[config.mk]
export PLATFORM = sky130hd
export DESIGN_NAME = prime_fetch_flat
export DESIGN_NICKNAME = d
export VERILOG_FILES = /design/src/rtl/prime_fetch_pkg.sv /design/src/rtl/prime_fetch_if.sv /design/src/rtl/prime_fetch_sync_fifo.sv /design/src/rtl/prime_fetch.sv /design/src/flat_wrapper.sv
export SDC_FILE = /design/constraint.sdc
export NUM_CORES = 1
export LEC_CHECK = 0
export ABC_AREA = 1
export CORE_MARGIN = 10
export CORE_UTILIZATION = 55
export DETAILED_ROUTE_END_ITERATION = 16
export HOLD_SLACK_MARGIN = 0.05
export MAX_ROUTING_LAYER = met4
export PLACE_DENSITY = 0.77
export SYNTH_ARGS = -nofsm -noshare
export SYNTH_HDL_FRONTEND = slang
export SYNTH_SLANG_ARGS = --single-unit
[constraint.sdc]
create_clock -name clk -period 5.5 [get_ports clk]
set_input_delay 1.1 -clock clk [delete_from_list [all_inputs] [get_ports clk]]
set_output_delay 1.1 -clock clk [all_outputs]
set_load 0.02 [all_outputs]
[src/rtl/prime_fetch_pkg.sv]
// prime_fetch_pkg: shared definitions for the prime fetch slice.
// FSM state encodings, prime width derivation and the WAIT watchdog limit.
// The watchdog only exists when PRIME_FETCH_TIMEOUT_EN is defined.
package prime_fetch_pkg;

   typedef enum logic [2:0] {
      S_IDLE   = 3'd0,
      S_ISSUE  = 3'd1,
      S_SETTLE = 3'd2,
      S_WAIT   = 3'd3,
      S_HALT   = 3'd4
   } state_t;

   // Cycles tolerated in WAIT before the generator is declared dead.
   localparam logic [15:0] WDOG_LIMIT = 16'hFFFF;

   // Prime width in bits from its log2; must agree with the generator.
   function automatic int prime_width(input int width_log);
      return 1 << width_log;
   endfunction

endpackage

[src/rtl/prime_fetch_if.sv]
// prime_fetch_if: generator handshake plus output stream of prime_fetch.
// master = prime_fetch side, slave = generator/consumer side.
interface prime_fetch_if
   import prime_fetch_pkg::*;
#(
   parameter int WIDTH_LOG = 4,
   parameter int DEPTH_LOG = 2
) ();

   localparam int WIDTH = prime_width(WIDTH_LOG);

   logic             en;
   logic             gen_ready;
   logic             gen_error;
   logic [WIDTH-1:0] gen_res;
   logic             gen_go;
   logic             out_valid;
   logic             out_ready;
   logic [WIDTH-1:0] out_data;
   logic             out_error;
   logic [DEPTH_LOG:0] level;

   modport master (
      input  en, gen_ready, gen_error, gen_res, out_ready,
      output gen_go, out_valid, out_data, out_error, level
   );

   modport slave (
      output en, gen_ready, gen_error, gen_res, out_ready,
      input  gen_go, out_valid, out_data, out_error, level
   );

endinterface

[src/rtl/prime_fetch_sync_fifo.sv]
// sync_fifo: first-word-fall-through FIFO with a registered head word.
// level is the only source of full/empty; pointers just wrap.
// The head register keeps its last value when the FIFO drains.
module sync_fifo #(
   parameter int WIDTH     = 16,
   parameter int DEPTH_LOG = 2
) (
   input  logic                 clk,
   input  logic                 rst,
   input  logic                 push,
   input  logic [WIDTH-1:0]     push_data,
   input  logic                 pop,
   output logic [WIDTH-1:0]     head,
   output logic                 full,
   output logic                 empty,
   output logic [DEPTH_LOG:0]   level
);

   localparam int DEPTH = 1 << DEPTH_LOG;

   logic [WIDTH-1:0]     mem [DEPTH];
   logic [DEPTH_LOG-1:0] wr_ptr, rd_ptr, rd_nxt;
   logic [DEPTH_LOG:0]   lvl_q, lvl_nxt;
   logic [WIDTH-1:0]     head_q;
   logic                 do_pop;

   assign do_pop = pop && (lvl_q != '0);
   assign full   = (lvl_q == (DEPTH_LOG+1)'(DEPTH));
   assign empty  = (lvl_q == '0);
   assign level  = lvl_q;
   assign head   = head_q;

   // Next read pointer and occupancy for this cycle's push/pop mix.
   always_comb begin
      rd_nxt  = do_pop ? rd_ptr + 1'b1 : rd_ptr;
      lvl_nxt = lvl_q;
      if (push && !do_pop) lvl_nxt = lvl_q + 1'b1;
      if (!push && do_pop) lvl_nxt = lvl_q - 1'b1;
   end

   // Storage write; contents are not reset.
   always_ff @(posedge clk) begin
      if (push) mem[wr_ptr] <= push_data;
   end

   // Pointers, level and head word; the new head bypasses storage when it is being written now.
   always_ff @(posedge clk or posedge rst) begin
      if (rst) begin
         wr_ptr <= '0;
         rd_ptr <= '0;
         lvl_q  <= '0;
         head_q <= '0;
      end else begin
         if (push) wr_ptr <= wr_ptr + 1'b1;
         rd_ptr <= rd_nxt;
         lvl_q  <= lvl_nxt;
         if (lvl_nxt != '0)
            head_q <= (push && (wr_ptr == rd_nxt)) ? push_data : mem[rd_nxt];
      end
   end

   a_no_overflow : assert property (@(posedge clk) disable iff (rst) !(push && full && !do_pop));

endmodule

[src/rtl/prime_fetch.sv]
// prime_fetch: requests primes from the generator one at a time and queues them.
// A request is issued only when the FIFO has a free slot, so a push never overflows.
// Optional watchdog on WAIT: define PRIME_FETCH_TIMEOUT_EN.
module prime_fetch
   import prime_fetch_pkg::*;
#(
   parameter int WIDTH_LOG = 4,
   parameter int DEPTH_LOG = 2
) (
   input  logic         clk,
   input  logic         rst,
   prime_fetch_if.master bus
);

   localparam int WIDTH = prime_width(WIDTH_LOG);

   state_t             state;
   logic               gen_go_q;
   logic               out_error_q;
   logic               push;
   logic               full;
   logic               empty;
   logic [WIDTH-1:0]   head;
   logic [DEPTH_LOG:0] level;
   logic               wdog_expired;

   assign push = (state == S_WAIT) && bus.gen_ready && !bus.gen_error;

   sync_fifo #(
      .WIDTH     (WIDTH),
      .DEPTH_LOG (DEPTH_LOG)
   ) u_fifo (
      .clk       (clk),
      .rst       (rst),
      .push      (push),
      .push_data (bus.gen_res),
      .pop       (bus.out_ready),
      .head      (head),
      .full      (full),
      .empty     (empty),
      .level     (level)
   );

   assign bus.gen_go    = gen_go_q;
   assign bus.out_error = out_error_q;
   assign bus.out_valid = !empty;
   assign bus.out_data  = head;
   assign bus.level     = level;

`ifdef PRIME_FETCH_TIMEOUT_EN
   logic [15:0] wdog;

   // Count cycles spent in WAIT, restarting every time WAIT is entered.
   always_ff @(posedge clk or posedge rst) begin
      if (rst)
         wdog <= '0;
      else if (state == S_SETTLE)
         wdog <= '0;
      else if (state == S_WAIT && wdog != WDOG_LIMIT)
         wdog <= wdog + 16'd1;
   end

   assign wdog_expired = (state == S_WAIT) && (wdog == WDOG_LIMIT - 16'd1);
`else
   assign wdog_expired = 1'b0;
`endif

   // Request sequencer: IDLE -> ISSUE (go pulse) -> SETTLE -> WAIT -> IDLE, or HALT on error.
   always_ff @(posedge clk or posedge rst) begin
      if (rst) begin
         state       <= S_IDLE;
         gen_go_q    <= 1'b0;
         out_error_q <= 1'b0;
      end else begin
         gen_go_q <= 1'b0;
         case (state)
            S_IDLE: begin
               if (bus.en && !out_error_q && bus.gen_ready && !full) begin
                  state    <= S_ISSUE;
                  gen_go_q <= 1'b1;
               end
            end
            S_ISSUE:  state <= S_SETTLE;
            // Generator drops ready on the edge after it samples go; skip that stale cycle.
            S_SETTLE: state <= S_WAIT;
            S_WAIT: begin
               if (bus.gen_ready) begin
                  if (bus.gen_error) begin
                     out_error_q <= 1'b1;
                     state       <= S_HALT;
                  end else begin
                     state <= S_IDLE;
                  end
               end else if (wdog_expired) begin
                  out_error_q <= 1'b1;
                  state       <= S_HALT;
               end
            end
            S_HALT:   state <= S_HALT;
            default:  state <= S_IDLE;
         endcase
      end
   end

endmodule

[src/flat_wrapper.sv]
// flat-port wrapper written by rule: the top's interface ports become plain ports
module prime_fetch_flat import prime_fetch_pkg::*;
#(
   parameter int WIDTH_LOG = 4,
   parameter int DEPTH_LOG = 2
)
  (clk, rst, bus_en, bus_gen_ready, bus_gen_error, bus_gen_res, bus_out_ready, bus_gen_go, bus_out_valid, bus_out_data, bus_out_error, bus_level);
  prime_fetch_if #(.WIDTH_LOG(WIDTH_LOG), .DEPTH_LOG(DEPTH_LOG)) bus_i ();
  input  logic clk;
  input  logic rst;
  input wire logic [$bits(bus_i.en)-1:0] bus_en;
  input wire logic [$bits(bus_i.gen_ready)-1:0] bus_gen_ready;
  input wire logic [$bits(bus_i.gen_error)-1:0] bus_gen_error;
  input wire logic [$bits(bus_i.gen_res)-1:0] bus_gen_res;
  input wire logic [$bits(bus_i.out_ready)-1:0] bus_out_ready;
  output wire logic [$bits(bus_i.gen_go)-1:0] bus_gen_go;
  output wire logic [$bits(bus_i.out_valid)-1:0] bus_out_valid;
  output wire logic [$bits(bus_i.out_data)-1:0] bus_out_data;
  output wire logic [$bits(bus_i.out_error)-1:0] bus_out_error;
  output wire logic [$bits(bus_i.level)-1:0] bus_level;
  assign bus_i.en = bus_en;
  assign bus_i.gen_ready = bus_gen_ready;
  assign bus_i.gen_error = bus_gen_error;
  assign bus_i.gen_res = bus_gen_res;
  assign bus_i.out_ready = bus_out_ready;
  assign bus_gen_go = bus_i.gen_go;
  assign bus_out_valid = bus_i.out_valid;
  assign bus_out_data = bus_i.out_data;
  assign bus_out_error = bus_i.out_error;
  assign bus_level = bus_i.level;
  prime_fetch #(.WIDTH_LOG(WIDTH_LOG), .DEPTH_LOG(DEPTH_LOG)) u_core (.clk(clk), .rst(rst), .bus(bus_i));
endmodule
==> run summary, run 1 <==
Seq pwr share - 35.3%
CTS HTree Levels - 3
Post-route DRC - 0
Max Slew Vio Count - 0
Max Buffers Root-to-Sink - 2
min-delay src - u_core.bus.out_error$_DFFE_PP0P_
Worst Setup SP - bus_out_ready
starting density of the core - 56.9%
vias in the first global route - 3,209
First-pass DRT Iterations - 5
CTS Sinks - 92
Cell Area, Synth - 0.00442 sq mm
Post-synth EDFFs - 64
commonest cells in the netlist - 151 x nand2_1, 64 x edfxtp_1, 57 x nand3_1
run status - finished clean
syn_nets - 480
Worst-Margin Slew - 1.06 ns
hpwl dp - 6.61 mm
GRT busiest layer - met2
Fillers - 626
Synth Register Bits - 92
Post-CTS Setup Repair Bufs - 0
combinational fraction of design power - 47.9%
syn avg cell area - 9.80 sq um
cts bufs inserted - 9
top-area cell type share of the netlist area - 43.5%
Fin Setup TNS - 0 ns
Crit Path Max Fanout - 35
CTS tree - yes
Final Hold Fails - 0
CP delay by family, top - simple AND/OR/NAND/NOR gates
Die Height - 110 um
HP Class - flop to flop
Buf/Inv on CP - 1
CTS Hold Bufs - 0
top post-synthesis cells by area - edfxtp_1 43%, dfrtp_1 16%, nand2_1 13%
Synth Flop Type - edfxtp_1
Worst VDD drop - 178 uV
unrepaired setup endpoints after global routing - no
CP Capture Type - flop
DIE WIDTH - 110 um
Detailed Route WL - 9.87 mm
detail-routed net length per standard cell - 16.5 um
Setup violations, final - 0
Cell Int Power - 1.50 mW
first-pass GRT wire length - 15.8 mm
largest net degree at the start of global routing - 36
Worst Hold Slack - 0.492 ns
Final Instance Area - 0.00509 sq mm
n_diodes - 0
WP data arrival - 4.03 ns
die footprint - 0.0120 sq mm
gr ovfl total - 0
period utilization - 67.9%
# IOs - 44
skew final - 0.0152 ns
area of the multi-input gates - 0.00149 sq mm
CP required - 5.79 ns
top achievable clock speed - 268 MHz
core area - 0.00777 sq mm
delay of the slowest cell on the worst path - 0.80 ns
Power Density - 518 mW/mm^2
Mapped Cells - 451
row count - 32
Max-Cap Viols - 0
Post-Place Cells - 582
clock power share - 16.8%
GR Util met2 - 28.5%
slew margin rel. - 29.1%
Synth area leader - edfxtp_1
most common cell in the netlist - nand2_1
Sw Share - 43.2%
Global Route Usage Sum - 17.4%
min Tclk post-route - 3.73 ns
LEAKAGE - 2.26 nW
R2R Path Start - u_core.u_fifo.level[0]$_DFF_PP0_
Synth async-reset ratio - 30.4%
yosys warns - 0
CP Class - primary input to flop
area delta synth->final - 15.2%
Sw Pwr - 1.14 mW
post-cts resize count - 0
crit-path cells - clkdlybuf4s50_1 -> nand3_2 -> nand2_2 -> nand2_1 -> nand2_1 -> nor2_1 -> nand2_2 -> nand2_1 -> nand2_1 -> nand2_1 -> nand2_1
initial antenna violation count - 0
clock slew at reported path FFs - 0.09 ns
routability-driven placement congestion ratio - 0.870
startpoint class of the critical path - primary input
met3 Use GR - 3.22%
CP max stage cell - nand2_2
Final nets - 520
post-route ant nets - 0
overall power - 2.64 mW
met1 GRT Util - 20.3%
post-synthesis sequential area ratio - 59.3%
Non-Filler Instances - 598
via/cell ratio - 5.42
most frequent CP cell - nand2_1
Placed Area - 0.00490 sq mm
Distinct cells, synth - 28
Vias - 3,240
PortBufs - 43
layout cells sized above 1 - 8.87%
Clock Latency Late Sink - 0.36 ns
clock root buffer - clkbuf_8
initial DRC count - 230
Reg area - 0.00262 sq mm
## power groups by stage
stage	sequential, mW	clock (mW)	combinational, mW
6_report	0.931	0.444	1.26
5_1_grt	0.940	0.476	1.40
4_1_cts	0.931	0.451	1.26
3_5_place_dp	0.946	0	1.25
3_3_place_gp	0.940	0	1.20
2_1_floorplan	1.02	0	0.820
## worst paths after layout
path,to,slack [ns],depth (start not counted)
min in group asynchronous,u_core.u_fifo.head[0]$_DFFE_PP0P_,1.29,2
max reg2reg,u_core.u_fifo.head[6]$_DFFE_PP0P_,2.20,13
min,u_core.bus.out_error$_DFFE_PP0P_,0.49,2
max in group asynchronous,u_core.u_fifo.rd_ptr[1]$_DFF_PP0_,3.55,2
min reg2reg,u_core.bus.out_error$_DFFE_PP0P_,0.49,2
max,u_core.u_fifo.head[6]$_DFFE_PP0P_,1.77,11
## worst min-delay path, stage by stage (launching register included)
cell and delay (ns):
dfrtp_1 0.35, inv_1 0.05, nand2_1 0.06
## final cells by class
type                            instances  share of cell area, %
Multi-Input combinational cell        287                   29.3
Sequential cell                        92                   51.5
Inverter                               56                   4.13
Clock buffer                           10                   2.51
Timing Repair Buffer                   45                   8.75
Tap cell                              102                   2.51
Clock inverter                          6                   1.28
## registers in the layout (all words and copies together) (netlist names)
name and cells:
u_core.u_fifo.head 16, u_core.u_fifo.rd_ptr 2, u_core.u_fifo.mem 64, u_core.bus.out_error 1, u_core.u_fifo.wr_ptr 2, u_core.state 3
u_core.bus.gen_go 1, u_core.u_fifo.level 3
## kinds of logic after synthesis
family | Yosys count | synth area share [%]
and+or+nand+nor | 273 | 30.4
DFF | 92 | 59.3
buffers and inverters | 72 | 6.99
adders and majority gates | 7 | 1.98
AOI/OAI and AO/OA | 6 | 1.05
xor gates and xnor gates | 1 | 0.198
## cell usage in the layout (no fill, tap or decap)
| cell | synthesis | layout |
|---|---|---|
| ha_1 | 7 | 7 |
| a21boi_4 | 1 | 1 |
| inv_6 | 0 | 1 |
| nand3_4 | 1 | 1 |
| dfrtp_1 | 28 | 28 |
| clkbuf_1 | 4 | 1 |
| bufinv_16 | 0 | 1 |
| nand3b_1 | 32 | 32 |
| clkdlybuf4s50_1 | 0 | 43 |
| nor2_1 | 8 | 6 |
| a21oi_1 | 1 | 1 |
| nor2_4 | 2 | 2 |
| nand2_4 | 5 | 5 |
| o21ai_0 | 2 | 2 |
| o22ai_1 | 1 | 1 |
| nand3_1 | 57 | 57 |
| xor2_1 | 1 | 1 |
| nor2_8 | 1 | 1 |
| nand2_1 | 151 | 151 |
| nand3_2 | 2 | 2 |
| nor2_2 | 1 | 3 |
| inv_1 | 52 | 52 |
| clkbuf_8 | 0 | 9 |
| clkinvlp_4 | 0 | 3 |
| nand4_1 | 3 | 3 |
| clkinv_1 | 0 | 1 |
| inv_2 | 4 | 4 |
| a31oi_1 | 1 | 1 |
| buf_4 | 2 | 2 |
| nor3_1 | 1 | 1 |
| nand2_2 | 9 | 9 |
| edfxtp_1 | 64 | 64 |
## stage by stage
step	worst slack, ns	util (%)
6_report	1.77	65.5
5_1_grt	1.55	65.5
4_1_cts	1.83	65.5
3_5_place_dp	1.47	63.1
3_3_place_gp	1.60	63.1
2_1_floorplan	3.04	-
## per-layer routing
metal  vias to the layer above  share of wire, %
met2                       118                48
met5                         -                 0
li1                       1550                 -
met1                      1554                42
met4                         0               2.4
met3                        18               7.2
(Power assumes the default switching activity.)
==> run 2, diff against run 1 <==
Clock period 5.5 ns to 3.7 ns, I/O delays scaled along.
==> run summary, run 2 (synthesis results as in run 1) <==
run status - finished clean
clock power share - 17.7%
via/cell ratio - 5.26
HP Class - flop to flop
post-route ant nets - 0
most frequent cells in the layout - 151 x nand2_1, 64 x edfxtp_1, 57 x nand3_1, 52 x inv_1, 43 x clkdlybuf4s50_1
overall power - 3.95 mW
First-pass DRT Iterations - 5
# IOs - 44
Max-Cap Viols - 0
routability-driven placement congestion ratio - 0.840
Non-Filler Instances - 602
Worst-Margin Slew - 1.08 ns
Reg area - 0.00262 sq mm
CTS Sinks - 92
n_diodes - 0
first-pass GRT wire length - 15.4 mm
detail-routed net length per standard cell - 15.9 um
CP required - 2.96 ns
cells on worst reg2reg path - 13
Worst VDD drop - 258 uV
gr ovfl total - 0
final worst slack - 1.05 ns
Clock Latency Late Sink - 0.37 ns
Seq pwr share - 35.2%
Fillers - 588
min-delay src - u_core.bus.out_error$_DFFE_PP0P_
skew final - 0.0115 ns
die footprint - 0.0120 sq mm
Sw Share - 42.8%
Post-route DRC - 0
startpoint class of the critical path - flop
top achievable clock speed - 377 MHz
CTS HTree Levels - 3
combinational fraction of design power - 47.1%
CP Capture Type - primary output
CTS tree - yes
Max Slew Vio Count - 0
area of the multi-input gates - 0.00149 sq mm
RR Endpoint - u_core.u_fifo.head[13]$_DFFE_PP0P_
area delta synth->final - 16.1%
Post-CTS Setup Repair Bufs - 0
layout cells sized above 1 - 9.60%
CP Class - flop to primary output
Detailed Route WL - 9.59 mm
Final nets - 524
Crit Path Max Fanout - 4
largest net degree at the start of global routing - 35
clock root buffer - clkbuf_8
Global Route Usage Sum - 17.2%
Final Hold Fails - 0
Die Height - 110 um
hold path depth - 2
cts bufs inserted - 9
worst hold endpoint - u_core.bus.out_error$_DFFE_PP0P_
min Tclk post-route - 2.65 ns
initial antenna violation count - 0
starting density of the core - 56.9%
DIE WIDTH - 110 um
Fin Setup TNS - 0 ns
register-to-register setup slack - 1.25 ns
R2R Path Start - u_core.u_fifo.level[0]$_DFF_PP0_
max reg flops - 64
Final Instance Area - 0.00513 sq mm
DP Worst Slack - 0.919 ns
Placed Area - 0.00492 sq mm
clock slew at reported path FFs - 0.09 ns
Power Density - 771 mW/mm^2
row count - 32
period utilization - 71.6%
Max Buffers Root-to-Sink - 2
Sw Pwr - 1.69 mW
Post-Place Cells - 586
Setup violations, final - 0
WP data arrival - 1.91 ns
LEAKAGE - 2.30 nW
Vias - 3,168
slew margin rel. - 27.7%
Largest Register - u_core.u_fifo.mem
post-cts resize count - 0
core area - 0.00777 sq mm
Cell Int Power - 2.26 mW
unrepaired setup endpoints after global routing - no
commonest non-fill, non-tap cell in the layout - nand2_1
vias in the first global route - 3,143
CTS Hold Bufs - 0
hpwl dp - 6.30 mm
initial DRC count - 206
PortBufs - 43
[run 2: final cells by class]
class / instances / area share (%)
tap: 102 / 2.49
multi-input combinational: 287 / 29.0
inverter: 56 / 4.10
timing repair buffer: 49 / 9.27
clock buffer: 10 / 2.68
sequential: 92 / 51.1
clock inverter: 6 / 1.37
[run 2: metal layers]
| layer | vias up | wire, um | global-route usage [%] |
|---|---|---|---|
| met3 | 12 | 712 | 3.51 |
| met5 | - | 0 | - |
| met4 | 0 | 146 | 6.88 |
| li1 | 1552 | - | - |
| met1 | 1483 | 4190 | 20.2 |
| met2 | 121 | 4540 | 28.2 |
[run 2: worst max path at each step]
stage / startpoint / slack, ns / cells past startpoint / endpoint
global placement: bus_out_ready / 0.96 / 12 / u_core.u_fifo.head[2]$_DFFE_PP0P_
finish: u_core.u_fifo.level[0]$_DFF_PP0_ / 1.05 / 4 / bus_out_valid
CTS: u_core.u_fifo.level[0]$_DFF_PP0_ / 1.02 / 4 / bus_out_valid
detailed placement: bus_out_ready / 0.92 / 12 / u_core.u_fifo.head[15]$_DFFE_PP0P_
floorplan: bus_gen_error / 1.60 / 3 / u_core.u_fifo.mem[0][0]$_DFFE_PP_
global route: u_core.u_fifo.level[0]$_DFF_PP0_ / 0.97 / 4 / bus_out_valid
[run 2: power groups by stage]
| stage | Sequential (mW) | Combinational (mW) | Clock, mW |
|---|---|---|---|
| floorplan | 1.51 | 1.22 | 0 |
| global placement | 1.41 | 1.80 | 0 |
| detailed placement | 1.41 | 1.85 | 0 |
| CTS | 1.39 | 1.87 | 0.710 |
| global route | 1.41 | 2.08 | 0.751 |
| finish | 1.39 | 1.86 | 0.700 |
[run 2: critical path, stage by stage (launching register included)]
cell,delay [ns]
dfrtp_1,0.41
inv_1,0.09
ha_1,0.30
nand2_4,0.13
clkdlybuf4s50_1,0.61
[run 2: metrics by stage]
step           utilization (%)  hold WS [ns]
4_1_cts                   66.1         0.499
3_3_place_gp              63.4         0.469
3_5_place_dp              63.4         0.478
5_1_grt                   66.1         0.540
6_report                  66.1         0.502
2_1_floorplan                -         0.525
==> run 3, diff against run 2 <==
Settings changed: CORE_UTILIZATION 55 to 51, PLACE_DENSITY 0.77 to 0.75.
Clock period 3.7 ns to 2.3 ns, I/O delays scaled along.
==> run summary, run 3 (synthesis results as in run 1) <==
commonest non-fill, non-tap cell in the layout - nand2_1
period utilization - 92.1%
Clock Latency Late Sink - 0.37 ns
CTS Sinks - 92
largest net degree at the start of global routing - 34
HP Class - primary input to async pin
cts bufs inserted - 9
first-pass GRT wire length - 15.9 mm
Final Hold Fails - 0
row count - 33
skew final - 0.0106 ns
First-pass DRT Iterations - 4
Crit Path Max Fanout - 32
CTS Hold Bufs - 0
gr ovfl total - 0
area of the multi-input gates - 0.00149 sq mm
Max Buffers Root-to-Sink - 2
startpoint class of the critical path - flop
layout cells sized above 1 - 10.5%
met3 Use GR - 3.43%
CTS HTree Levels - 3
area delta synth->final - 19.0%
GR Util met2 - 24.3%
slew margin rel. - 75.9%
Largest Register - u_core.u_fifo.mem
unrepaired setup endpoints after global routing - no
initial antenna violation count - 0
Power Density - 1250 mW/mm^2
LEAKAGE - 2.35 nW
Worst Setup SP - u_core.u_fifo.level[0]$_DFF_PP0_
# IOs - 44
hpwl dp - 6.52 mm
Post-route DRC - 0
core area - 0.00834 sq mm
RR Endpoint - u_core.u_fifo.head[15]$_DFFE_PP0P_
top achievable clock speed - 472 MHz
overall power - 6.57 mW
met1 GRT Util - 20.1%
Setup violations, final - 0
die footprint - 0.0128 sq mm
n_diodes - 0
clock root buffer - clkbuf_8
detail-routed net length per standard cell - 15.8 um
Max-Cap Viols - 0
critical path capture point - u_core.u_fifo.head[15]$_DFFE_PP0P_
CP required - 2.56 ns
R2R Path Start - u_core.u_fifo.level[0]$_DFF_PP0_
cells on worst reg2reg path - 12
max reg flops - 64
PortBufs - 43
vias in the first global route - 3,228
most frequent cells in the layout - 151 x nand2_1, 64 x edfxtp_1, 57 x nand3_1, 52 x inv_1, 42 x clkdlybuf4s50_1
Worst VDD drop - 437 uV
initial DRC count - 256
Fillers - 668
CP Class - flop to flop
Vias - 3,211
routability-driven placement congestion ratio - 0.904
Fin Setup TNS - 0 ns
Die Height - 113 um
via/cell ratio - 5.25
DIE WIDTH - 113 um
Reg area - 0.00262 sq mm
post-route ant nets - 0
CTS tree - yes
starting density of the core - 53.0%
register-to-register setup slack - 0.18 ns
min Tclk post-route - 2.12 ns
run status - finished clean
Detailed Route WL - 9.64 mm
WP data arrival - 2.38 ns
Global Route Usage Sum - 15.9%
Worst-Margin Slew - 0.361 ns
GRT busiest layer - met2
CP Capture Type - flop
clock slew at reported path FFs - 0.09 ns
Final nets - 531
Max Slew Vio Count - 0
-- run 3: cell count changes in the layout (fill, tap and decap cells not counted) --
cell | previous run | this run
buf_4 | 6 | 8
clkbuf_1 | 0 | 2
buf_12 | 0 | 5
inv_6 | 3 | 0
clkdlybuf4s50_1 | 43 | 42
bufinv_16 | 1 | 2
dlygate4sd2_1 | 0 | 1
-- run 3: repair_timing --
item                       in CTS  in global routing
buffers inserted                0                  0
setup endpoints to repair       1                  0
gates resized for setup         1                  0
-- run 3: metrics by stage --
step	instance area (sq um)	utilization [%]	instances	hold slack (ns)	setup slack, ns
CTS	5260	63.1	612	0.464	0.181
global route	5260	63.1	612	0.504	0.0135
detailed placement	5040	60.5	596	0.480	0.0452
global placement	5040	60.5	596	0.464	0.0954
floorplan	4420	-	451	0.525	0.306
finish	5260	63.1	612	0.457	0.181
-- run 3: how the worst min path moves through the flow --
stage	endpoint	slack [ns]	cells after the start
after global routing	u_core.u_fifo.head[13]$_DFFE_PP0P_	0.50	3
final	u_core.u_fifo.head[0]$_DFFE_PP0P_	0.46	3
after detailed placement	u_core.bus.out_error$_DFFE_PP0P_	0.48	2
after CTS	u_core.u_fifo.head[0]$_DFFE_PP0P_	0.46	3
after global placement	u_core.bus.out_error$_DFFE_PP0P_	0.46	2
after floorplan	u_core.bus.gen_go$_DFF_PP0_	0.52	1
-- run 3: power breakdown --
group,internal (mW),total [mW],switching (mW)
combinational,1.17,3.15,1.98
clock,0.643,1.20,0.552
sequential,2.04,2.23,0.185
total,3.86,6.57,2.71
-- run 3: routing by layer --
metal  wire, um  vias to the layer above
met1       4310                     1499
met4        142                        0
met5          0                        -
li1           -                     1573
met2       4340                      125
met3        842                       14
-- run 3: final cells by class --
type	instances	share of cell area [%]
clock buffers	12	2.76
clock inverters	4	1.40
inverters	56	4.00
multi-input cells	287	28.3
flip-flops and latches	92	49.9
well taps	105	2.50
repair buffers	56	11.2
-- run 3: worst max-delay path, stage by stage, from the launching register on --
cell and delay (ns):
dfrtp_1 0.42, inv_1 0.12, ha_1 0.31, nand2_4 0.10
nand3_2 0.11, buf_4 0.35, nand3b_1 0.14, nand3_1 0.11
nand2_1 0.09, nand2_1 0.07, nand2_1 0.05, nand2_1 0.07
nand2_1 0.05
